--- src/rtl/cpu_types_pkg.sv ---
// Shared CPU datapath types: the machine word and the data-memory
// request controller state encoding.
package cpu_types_pkg;

  typedef logic [31:0] word_t;

  typedef enum logic [1:0] {
    IDLE   = 2'd0,
    ACCESS = 2'd1,
    HOLD   = 2'd2
  } dmemctl_state_t;

endpackage

--- src/rtl/dmem_req_ctrl_if.sv ---
// Bundle between the MEM-stage pipeline, the data cache and dmem_req_ctrl.
// The slave modport is the controller's view; master is the environment's view.
interface dmem_req_ctrl_if;

  logic                 ihit;
  logic                 halt;
  logic                 mem_ren;
  logic                 mem_wen;
  logic                 atomic_in;
  cpu_types_pkg::word_t addr_in;
  cpu_types_pkg::word_t store_in;
  logic                 dhit;
  cpu_types_pkg::word_t dmemload;

  logic                 dmemREN;
  logic                 dmemWEN;
  logic                 datomic;
  cpu_types_pkg::word_t dmemaddr;
  cpu_types_pkg::word_t dmemstore;
  cpu_types_pkg::word_t load_data;
  logic                 pipe_en;
  logic                 mem_busy;
  logic                 timeout_err;

  modport slave (
    input  ihit, halt, mem_ren, mem_wen, atomic_in, addr_in, store_in, dhit, dmemload,
    output dmemREN, dmemWEN, datomic, dmemaddr, dmemstore, load_data,
           pipe_en, mem_busy, timeout_err
  );

  modport master (
    output ihit, halt, mem_ren, mem_wen, atomic_in, addr_in, store_in, dhit, dmemload,
    input  dmemREN, dmemWEN, datomic, dmemaddr, dmemstore, load_data,
           pipe_en, mem_busy, timeout_err
  );

endinterface

--- src/rtl/dmem_req_ctrl.sv ---
// MEM-stage data cache request controller: zero-latency request issue,
// request latching while waiting on dhit, pipeline stall control and a watchdog.
module dmem_req_ctrl
  import cpu_types_pkg::*;
#(
  parameter int TIMEOUT_CYCLES = 1024
) (
  input logic            CLK,
  input logic            nRST,
  dmem_req_ctrl_if.slave bus
);

  localparam int                CNT_W   = $clog2(TIMEOUT_CYCLES + 1);
  localparam logic [CNT_W-1:0] CNT_MAX = CNT_W'(TIMEOUT_CYCLES);
  localparam logic [CNT_W-1:0] CNT_ERR = CNT_W'(TIMEOUT_CYCLES - 1);

  dmemctl_state_t   state_q, state_d;
  word_t            addr_q, addr_d;
  word_t            store_q, store_d;
  word_t            load_q, load_d;
  logic             ren_q, ren_d;
  logic             wen_q, wen_d;
  logic             atomic_q, atomic_d;
  logic             timeout_q, timeout_d;
  logic [CNT_W-1:0] cnt_q, cnt_d;

  logic pending;
  logic in_ren;
  logic in_wen;

  // NOTE: nRST also gates the combinational IDLE path so that every output is
  // 0 while reset is held, even with a request sitting on the inputs.
  assign pending = nRST && (bus.mem_ren || bus.mem_wen) && !bus.halt;
  assign in_wen  = bus.mem_wen;
  assign in_ren  = bus.mem_ren && !bus.mem_wen;

  always_comb begin
    // NOTE: every signal written here gets a default first, so no path leaves
    // one unassigned and no latch is inferred.
    state_d       = state_q;
    addr_d        = addr_q;
    store_d       = store_q;
    ren_d         = ren_q;
    wen_d         = wen_q;
    atomic_d      = atomic_q;
    load_d        = load_q;
    cnt_d         = cnt_q;
    timeout_d     = timeout_q;
    bus.dmemREN   = 1'b0;
    bus.dmemWEN   = 1'b0;
    bus.datomic   = 1'b0;
    bus.dmemaddr  = '0;
    bus.dmemstore = '0;
    bus.pipe_en   = 1'b0;
    bus.mem_busy  = 1'b0;

    unique case (state_q)
      IDLE: begin
        if (pending) begin
          bus.dmemREN   = in_ren;
          bus.dmemWEN   = in_wen;
          bus.datomic   = bus.atomic_in;
          bus.dmemaddr  = bus.addr_in;
          bus.dmemstore = bus.store_in;
          addr_d        = bus.addr_in;
          store_d       = bus.store_in;
          ren_d         = in_ren;
          wen_d         = in_wen;
          atomic_d      = bus.atomic_in;
          if (bus.dhit) begin
            if (!in_wen || bus.atomic_in) load_d = bus.dmemload;
            bus.pipe_en = bus.ihit;
            state_d     = bus.ihit ? IDLE : HOLD;
          end else begin
            state_d = ACCESS;
            cnt_d   = '0;
          end
        end else begin
          bus.pipe_en = nRST && bus.ihit && !bus.halt;
        end
      end

      ACCESS: begin
        // Inputs are ignored here; the cache sees only the latched request.
        bus.mem_busy  = 1'b1;
        bus.dmemREN   = ren_q;
        bus.dmemWEN   = wen_q;
        bus.datomic   = atomic_q;
        bus.dmemaddr  = addr_q;
        bus.dmemstore = store_q;
        if (bus.dhit) begin
          if (!wen_q || atomic_q) load_d = bus.dmemload;
          bus.pipe_en = bus.ihit;
          state_d     = bus.ihit ? IDLE : HOLD;
        end else begin
          if (cnt_q != CNT_MAX) cnt_d = cnt_q + 1'b1;
          if (cnt_d == CNT_ERR) timeout_d = 1'b1;
        end
      end

      HOLD: begin
        // Data already returned; wait for the fetch side before advancing.
        bus.pipe_en = bus.ihit;
        if (bus.ihit) state_d = IDLE;
      end

      default: state_d = IDLE;
    endcase
  end

  // NOTE: sequential state uses non-blocking assignments only, so every
  // register samples the pre-edge value of every other register.
  always_ff @(posedge CLK or negedge nRST) begin
    if (!nRST) begin
      state_q   <= IDLE;
      addr_q    <= '0;
      store_q   <= '0;
      ren_q     <= 1'b0;
      wen_q     <= 1'b0;
      atomic_q  <= 1'b0;
      load_q    <= '0;
      cnt_q     <= '0;
      timeout_q <= 1'b0;
    end else begin
      state_q   <= state_d;
      addr_q    <= addr_d;
      store_q   <= store_d;
      ren_q     <= ren_d;
      wen_q     <= wen_d;
      atomic_q  <= atomic_d;
      load_q    <= load_d;
      cnt_q     <= cnt_d;
      timeout_q <= timeout_d;
    end
  end

  assign bus.load_data   = load_q;
  assign bus.timeout_err = timeout_q;

endmodule
--- src/flat_wrapper.sv ---
// flat-port wrapper written by rule: the top's interface ports become plain ports
module dmem_req_ctrl_flat import cpu_types_pkg::*;
#(
  parameter int TIMEOUT_CYCLES = 1024
)
  (CLK, nRST, bus_ihit, bus_halt, bus_mem_ren, bus_mem_wen, bus_atomic_in, bus_addr_in, bus_store_in, bus_dhit, bus_dmemload, bus_dmemREN, bus_dmemWEN, bus_datomic, bus_dmemaddr, bus_dmemstore, bus_load_data, bus_pipe_en, bus_mem_busy, bus_timeout_err);
  dmem_req_ctrl_if bus_i ();
  input logic CLK;
  input logic nRST;
  input wire logic [$bits(bus_i.ihit)-1:0] bus_ihit;
  input wire logic [$bits(bus_i.halt)-1:0] bus_halt;
  input wire logic [$bits(bus_i.mem_ren)-1:0] bus_mem_ren;
  input wire logic [$bits(bus_i.mem_wen)-1:0] bus_mem_wen;
  input wire logic [$bits(bus_i.atomic_in)-1:0] bus_atomic_in;
  input wire logic [$bits(bus_i.addr_in)-1:0] bus_addr_in;
  input wire logic [$bits(bus_i.store_in)-1:0] bus_store_in;
  input wire logic [$bits(bus_i.dhit)-1:0] bus_dhit;
  input wire logic [$bits(bus_i.dmemload)-1:0] bus_dmemload;
  output wire logic [$bits(bus_i.dmemREN)-1:0] bus_dmemREN;
  output wire logic [$bits(bus_i.dmemWEN)-1:0] bus_dmemWEN;
  output wire logic [$bits(bus_i.datomic)-1:0] bus_datomic;
  output wire logic [$bits(bus_i.dmemaddr)-1:0] bus_dmemaddr;
  output wire logic [$bits(bus_i.dmemstore)-1:0] bus_dmemstore;
  output wire logic [$bits(bus_i.load_data)-1:0] bus_load_data;
  output wire logic [$bits(bus_i.pipe_en)-1:0] bus_pipe_en;
  output wire logic [$bits(bus_i.mem_busy)-1:0] bus_mem_busy;
  output wire logic [$bits(bus_i.timeout_err)-1:0] bus_timeout_err;
  assign bus_i.ihit = bus_ihit;
  assign bus_i.halt = bus_halt;
  assign bus_i.mem_ren = bus_mem_ren;
  assign bus_i.mem_wen = bus_mem_wen;
  assign bus_i.atomic_in = bus_atomic_in;
  assign bus_i.addr_in = bus_addr_in;
  assign bus_i.store_in = bus_store_in;
  assign bus_i.dhit = bus_dhit;
  assign bus_i.dmemload = bus_dmemload;
  assign bus_dmemREN = bus_i.dmemREN;
  assign bus_dmemWEN = bus_i.dmemWEN;
  assign bus_datomic = bus_i.datomic;
  assign bus_dmemaddr = bus_i.dmemaddr;
  assign bus_dmemstore = bus_i.dmemstore;
  assign bus_load_data = bus_i.load_data;
  assign bus_pipe_en = bus_i.pipe_en;
  assign bus_mem_busy = bus_i.mem_busy;
  assign bus_timeout_err = bus_i.timeout_err;
  dmem_req_ctrl #(.TIMEOUT_CYCLES(TIMEOUT_CYCLES)) u_core (.CLK(CLK), .nRST(nRST), .bus(bus_i));
endmodule
--- config.mk ---
export PLATFORM = sky130hd
export DESIGN_NAME = dmem_req_ctrl_flat
export DESIGN_NICKNAME = d
export VERILOG_FILES = /design/src/rtl/cpu_types_pkg.sv /design/src/rtl/dmem_req_ctrl_if.sv /design/src/rtl/dmem_req_ctrl.sv /design/src/flat_wrapper.sv
export SDC_FILE = /design/constraint.sdc
export NUM_CORES = 1
export LEC_CHECK = 0
export ABC_CLOCK_PERIOD_IN_PS = 1980
export BUFFER_PORTS_ARGS = -buffer_cell sky130_fd_sc_hd__buf_2
export CAP_MARGIN = 15
export CORE_MARGIN = 8
export CORE_UTILIZATION = 30
export CTS_BUF_LIST = sky130_fd_sc_hd__clkbuf_4 sky130_fd_sc_hd__clkbuf_8 sky130_fd_sc_hd__clkbuf_16
export DETAILED_ROUTE_END_ITERATION = 10
export PLACE_DENSITY = 0.58
export SLEW_MARGIN = 20
export SYNTH_ARGS = -nofsm -noshare
export SYNTH_HDL_FRONTEND = slang
export SYNTH_SLANG_ARGS = --single-unit
--- constraint.sdc ---
create_clock -name CLK -period 1.98 [get_ports CLK]
set_input_delay 0.099 -clock CLK [delete_from_list [all_inputs] [get_ports CLK]]
set_output_delay 0.099 -clock CLK [all_outputs]
set_load 0.005 [all_outputs]
==> Word-level counts from Yosys, hierarchy flattened <==
Cells that the tools add are included.
{ "totals": {"reg_bits": 113, "inputBits": 104, "output_inout_bits": 102, "word_cells": 74} }
{ "op_classes": {"n_addsub": 1, "eq_ne": 12, "mux": 33, "n_bitwise": 1, "reduce_logical": 18} }
{ "op_table": {"columns": ["operator", "n"], "rows": [
  ["2-to-1 mux 32 bit", 7],
  ["one-hot mux 32 bit (2 select lines)", 3],
  ["2-to-1 mux 11 bit", 6],
  ["one-hot mux 11 bit (2 select lines)", 1],
  ["adder 11 x 1 -> 11 bit, second input constant", 1],
  ["== test 11 x 10 -> 1 bit, second input constant", 1],
  ["!= test 11 bit, second input constant", 1],
  ["2-to-1 mux 2 bit", 5],
  ["!= test 2 bit, second input constant", 5],
  ["2-to-1 mux 1 bit", 6],
  ["!= test 2 x 1 -> 1 bit, second input constant", 3],
  ["one-hot mux 1 bit (2 select lines)", 3],
  ["one-hot mux 2 bit (3 select lines)", 1],
  ["AND reduction 3 bit", 2],
  ["AND reduction 6 bit", 1],
  ["logical AND 1 bit", 5],
  ["AND reduction 4 bit", 1],
  ["logical NOT 1 bit", 3],
  ["logical OR 1 bit", 3],
  ["one-hot mux 1 bit (3 select lines)", 1],
  ["== test 2 x 1 -> 1 bit, second input constant", 1],
  ["== test 2 bit, second input constant", 1],
  ["logical NOT 2 bit", 1],
  ["AND reduction 2 bit", 1],
  ["2 further kinds", 2]
]} }

==> Depth between registers and ports, before layout <==
{ "depth": {"word_depth": 6, "depth_mapped": 7, "depth_no_buf": 7} }

==> Least setup slack after synthesis <==
Ideal clock, no wire load.
{ "synth_timing": {"path_type": "flip-flop to flip-flop", "startpoint": "register u_core.cnt_q[0]", "endpoint": "register u_core.cnt_q[10]", "setup_ns": 0.129, "arrival_ns": 1.587, "t_required_ns": 1.851, "path_slack_ns": 0.264, "stages_incl_launch_ff": 8, "n_path_buf": 1, "synth_period_minus_slack_ns": 1.716, "path_cell_list": "dfrtp_1 -> ha_1 -> and4_1 -> buf_2 -> and3_2 -> and3_1 -> xnor2_1 -> o22ai_1"} }
{ "synth_via": {"elab_chain_len": 6, "word_cells_on_any_way": 7, "classes_between": "add/sub (1); eq/ne (1); mux (5)"} }
{ "synth_lines": {"columns": ["element", "line_no", "rtl"], "rows": [
  ["from (decl)", "dmem_req_ctrl.sv:25", "logic [CNT_W-1:0] cnt_q, cnt_d;"],
  ["from (signal assigned)", "dmem_req_ctrl.sv:132", "cnt_q <= cnt_d;"],
  ["adder 11 x 1 -> 11 bit / != test 11 bit (equally long branches)", "dmem_req_ctrl.sv:96", "if (cnt_q != CNT_MAX) cnt_d = cnt_q + 1'b1;"],
  ["2-to-1 mux 11 bit (*)", "dmem_req_ctrl.sv:96", null],
  ["2-to-1 mux 11 bit (*)", "dmem_req_ctrl.sv:91", "if (bus.dhit) begin"],
  ["2-to-1 mux 11 bit (*)", "dmem_req_ctrl.sv:57", "unique case (state_q)"],
  ["2-to-1 mux 11 bit (*)", "dmem_req_ctrl.sv:91", null],
  ["one-hot mux 11 bit (2 select lines) (*)", "dmem_req_ctrl.sv:57", null]
]} }
Every way passes the cells marked *; elsewhere a longest branch is shown, timed or not. The select of a mux whose other input is x is not followed.
A chain may end at the register's enable or synchronous reset.

==> Final worst setup path <==
{ "layout_timing": {"startpoint": "input bus_mem_wen", "endpoint": "output bus_dmemREN"} }
{ "layout_via": {"elab_chain_len": 5, "word_cells_on_any_way": 7, "classes_between": "mux (2); reduce/logical (5)"} }
{ "layout_lines": {"columns": ["element", "line_no", "rtl"], "rows": [
  ["from (decl)", "flat_wrapper.sv:13", "input wire logic [$bits(bus_i.mem_wen)-1:0] bus_mem_wen;"],
  ["logical OR 1 bit", "dmem_req_ctrl.sv:33", "assign pending = nRST && (bus.mem_ren || bus.mem_wen) && !bus.halt;"],
  ["logical AND 1 bit (2 in a row)", "dmem_req_ctrl.sv:33", null],
  ["2-to-1 mux 1 bit (*)", "dmem_req_ctrl.sv:59", "if (pending) begin"],
  ["one-hot mux 1 bit (2 select lines) (*)", "dmem_req_ctrl.sv:57", null],
  ["to (decl)", "flat_wrapper.sv:19", "output wire logic [$bits(bus_i.dmemREN)-1:0] bus_dmemREN;"]
]} }
Every way passes the cells marked *; elsewhere a longest branch is shown, timed or not.

==> summary.md <==
| Metric | Value |
|---|---|
| Area Overhead vs Synth | `58.1%` |
| Post-synth top cells | `nand2_1, dfrtp_1, mux2_2` |
| Layout cells sized above 1 | `34.2%` |
| Synth warnings | `0` |
| Die Height | `149 um` |
| CP startpoint kind | `input port` |
| Final Wtd Congestion | `0.839` |
| Final period util | `99.5%` |
| 1st-iter DRT viols | `244` |
| Period minus WS final | `1.97 ns` |
| Max Fclk | `0.507 GHz` |
| Pwr dens | `916 nW/um2` |
| Cells after synthesis | `625` |
| Distinct cells, synth | `53` |
| Finished Layout Cells | `1171` |
| Yosys reg bits | `113` |
| Initial core utilization | `30.7%` |
| Die Width | `149 um` |
| DP HPWL | `11000 um` |
| Worst-path clk slew | `0.05 ns` |
| Syn Std Cell Area | `5320 um2` |
| Pint | `5.63 mW` |
| CP required | `1.88 ns` |
| Max Root-Sink Buffers | `2` |
| Core ar. | `17300 um2` |
| Worst-Skew Late Latency | `0.41 ns` |
| Post-Syn Nets | `732` |
| DRC | `0` |
| Clock power frac | `38.5%` |
| Vias | `5319` |
| Clock Skew | `0.00864 ns` |
| Switching Share | `26.9%` |
| Crit path kind | `in2out` |
| Combinational power share | `21.0%` |
| Post-Route WL | `18000 um` |
| Post-Place Cells | `1032` |
| Most numerous cell in the Yosys netlist | `nand2_1` |
| Final Hold Viols | `0` |
| Syn avg cell area | `8.51 um2` |
| Sequential fraction of design power | `40.5%` |
| Max Fanout on Critical Path | `8` |
| Cell taking the most area after synthesis | `dfrtp_1` |
| # H-tree levels | `4` |
| Pleak | `4.61 nW` |
| Initial antenna violation count | `0` |
| Synth top area share | `53.2%` |
| Vias in the first global route | `5618` |
| Sw Pwr | `2.07 mW` |
| Std-Cell Rows | `48` |
| Final #Nets | `1043` |
| 1st-pass router iterations | `4` |
| Vias per inst | `4.54` |
| Diode count | `0` |
| Gr usage total | `16.1%` |
| Setup crit end kind | `primary output` |
| Min-delay worst type | `in2reg` |
| IO Pins | `206` |
| Pin count of the biggest net entering global routing | `114` |
| Total Power | `7.70 mW` |
| FFs w/ async S/R, synth | `100%` |
| Post-synth EDFFs | `0` |
| Least-Margin Pin Slew | `0.650 ns` |
| Final setup viols | `0` |
| Arrival time at the worst endpoint | `1.87 ns` |
| Worst ir drop on vdd | `583 uV` |
| Top post-synthesis cells by area | `dfrtp_1, nand2_1, mux2_2` |
| Post-synthesis sequential area ratio | `53.2%` |
| Max-slew violations | `0` |
| Clock Sinks | `113` |
| CTS tree | `built` |
| First-pass GRT wire length | `28500 um` |
| Slew Limit Headroom | `56.6%` |
| Antenna viol nets, final | `0` |
| Total global routing overflow | `0` |
| TritonCTS buffer count | `17` |
| Avg WL per Cell | `15.4 um` |
| DIE AREA | `22200 um2` |
| Clock tree root driver cell | `clkbuf_16` |
| Dominant synthesized flop cell | `dfrtp_1` |
| Max-Cap Viols | `0` |
| I/O Buffers | `205` |
| Status | `finished clean` |
| RSZ-0062 raised after global routing | `yes` |
==> worst max-delay path, stage by stage <==
cell and delay [ns]:
dlygate4sd3_1 0.55, buf_4 0.14, nor2_2 0.06, nor4_4 0.36, buf_4 0.20, clkbuf_16 0.16
nand3b_1 0.11, nand2_1 0.07, buf_2 0.11
==> power groups by stage <==
stage | Clock, mW | Sequential [mW] | Combinational (mW)
global route | 3.16 | 3.19 | 1.80
detailed placement | 0 | 3.13 | 1.41
global placement | 0 | 3.12 | 1.38
CTS | 3.04 | 3.11 | 1.59
finish | 2.96 | 3.12 | 1.62
floorplan | 0 | 3.12 | 0.696
==> state kept, by name (all words and copies together), names as in the netlist <==
signal                  count
u_core.cnt_q               11
u_core.bus.load_data       32
u_core.wen_q                1
u_core.ren_q                1
u_core.store_q             32
u_core.bus.timeout_err      1
u_core.state_q              2
u_core.addr_q              32
u_core.atomic_q             1
==> timing repair <==
action | CTS | global route
cloned | 2 | 3
resized for setup | 3 | 34
pin swaps | 1 | 6
endpoints found under the setup margin | 59 | 65
buffers inserted | 1 | 3
hold buffers | 101 | 0
endpoints found under the hold margin | 213 | 0
==> layout make-up <==
type                            instances  area [um2]
Sequential cell                       113        2830
Clock inverter                          7        85.1
Inverter                                8        30.0
Fill cell                            1620        8890
Clock buffer                           22         482
Tap cell                              225         282
Timing Repair Buffer                  327        2340
Multi-Input combinational cell        469        2360
==> layout by cell type (no fill, tap or decap), types with 8 or more instances in the layout <==
cell,synthesis,routed
o21ai_0,14,14
nor2_1,13,12
dlygate4sd3_1,0,101
mux2_2,31,31
nand2_1,346,321
clkbuf_16,0,20
nand2_2,1,26
dfrtp_1,113,111
buf_2,14,202
inv_1,8,8
buf_4,6,12
==> logic make-up (layout without fill, tap and decap cells) <==
group                    Yosys count  after routing  synth area share [%]
multiplexers                      32             32                  6.78
adder cells (fa/ha/maj)            3              3                 0.706
flip-flops                       113            113                  53.2
buffers and inverters             43            364                  4.12
XOR/XNOR                           2              2                 0.329
AO/OA/AOI/OAI                     42             42                  5.29
AND/OR/NAND/NOR                  390            390                  29.6
==> per-layer routing <==
metal | up-vias | wire, um | GRT usage [%]
met5 | - | 0 | 0
met4 | 0 | 676 | 7.82
met3 | 45 | 863 | 4.79
met2 | 161 | 9500 | 28.0
met1 | 2486 | 6990 | 17.8
li1 | 2627 | - | -
==> stage by stage <==
step | hold WS (ns) | setup slack [ns] | setup TNS, ns | util [%] | cell area, um2
3_5_place_dp | 0.302 | 0.216 | 0 | 38.2 | 6610
3_3_place_gp | 0.304 | 0.249 | 0 | 38.2 | 6610
6_report | 0.0406 | 0.00898 | 0 | 48.6 | 8410
5_1_grt | 0.0564 | -0.0531 | -0.297 | 48.6 | 8410
2_1_floorplan | -0.197 | 0.264 | 0 | - | 5320
4_1_cts | 0.0235 | 0.0341 | 0 | 47.6 | 8240
==> final timing paths <==
kind                              startpoint                       end  slack [ns]  cells past startpoint
setup reg to reg             u_core.cnt_q[1]    u_core.bus.timeout_err        0.21                      6
hold / removal                      bus_dhit           u_core.cnt_q[0]        0.04                      3
hold reg to reg            u_core.addr_q[19]         u_core.addr_q[19]        0.47                      2
min in group asynchronous               nRST        u_core.store_q[29]        0.33                      3
max in group asynchronous               nRST  u_core.bus.load_data[13]        1.11                      3
setup / recovery                 bus_mem_wen               bus_dmemREN       0.009                      9
Power figures use the tool's default switching activity.
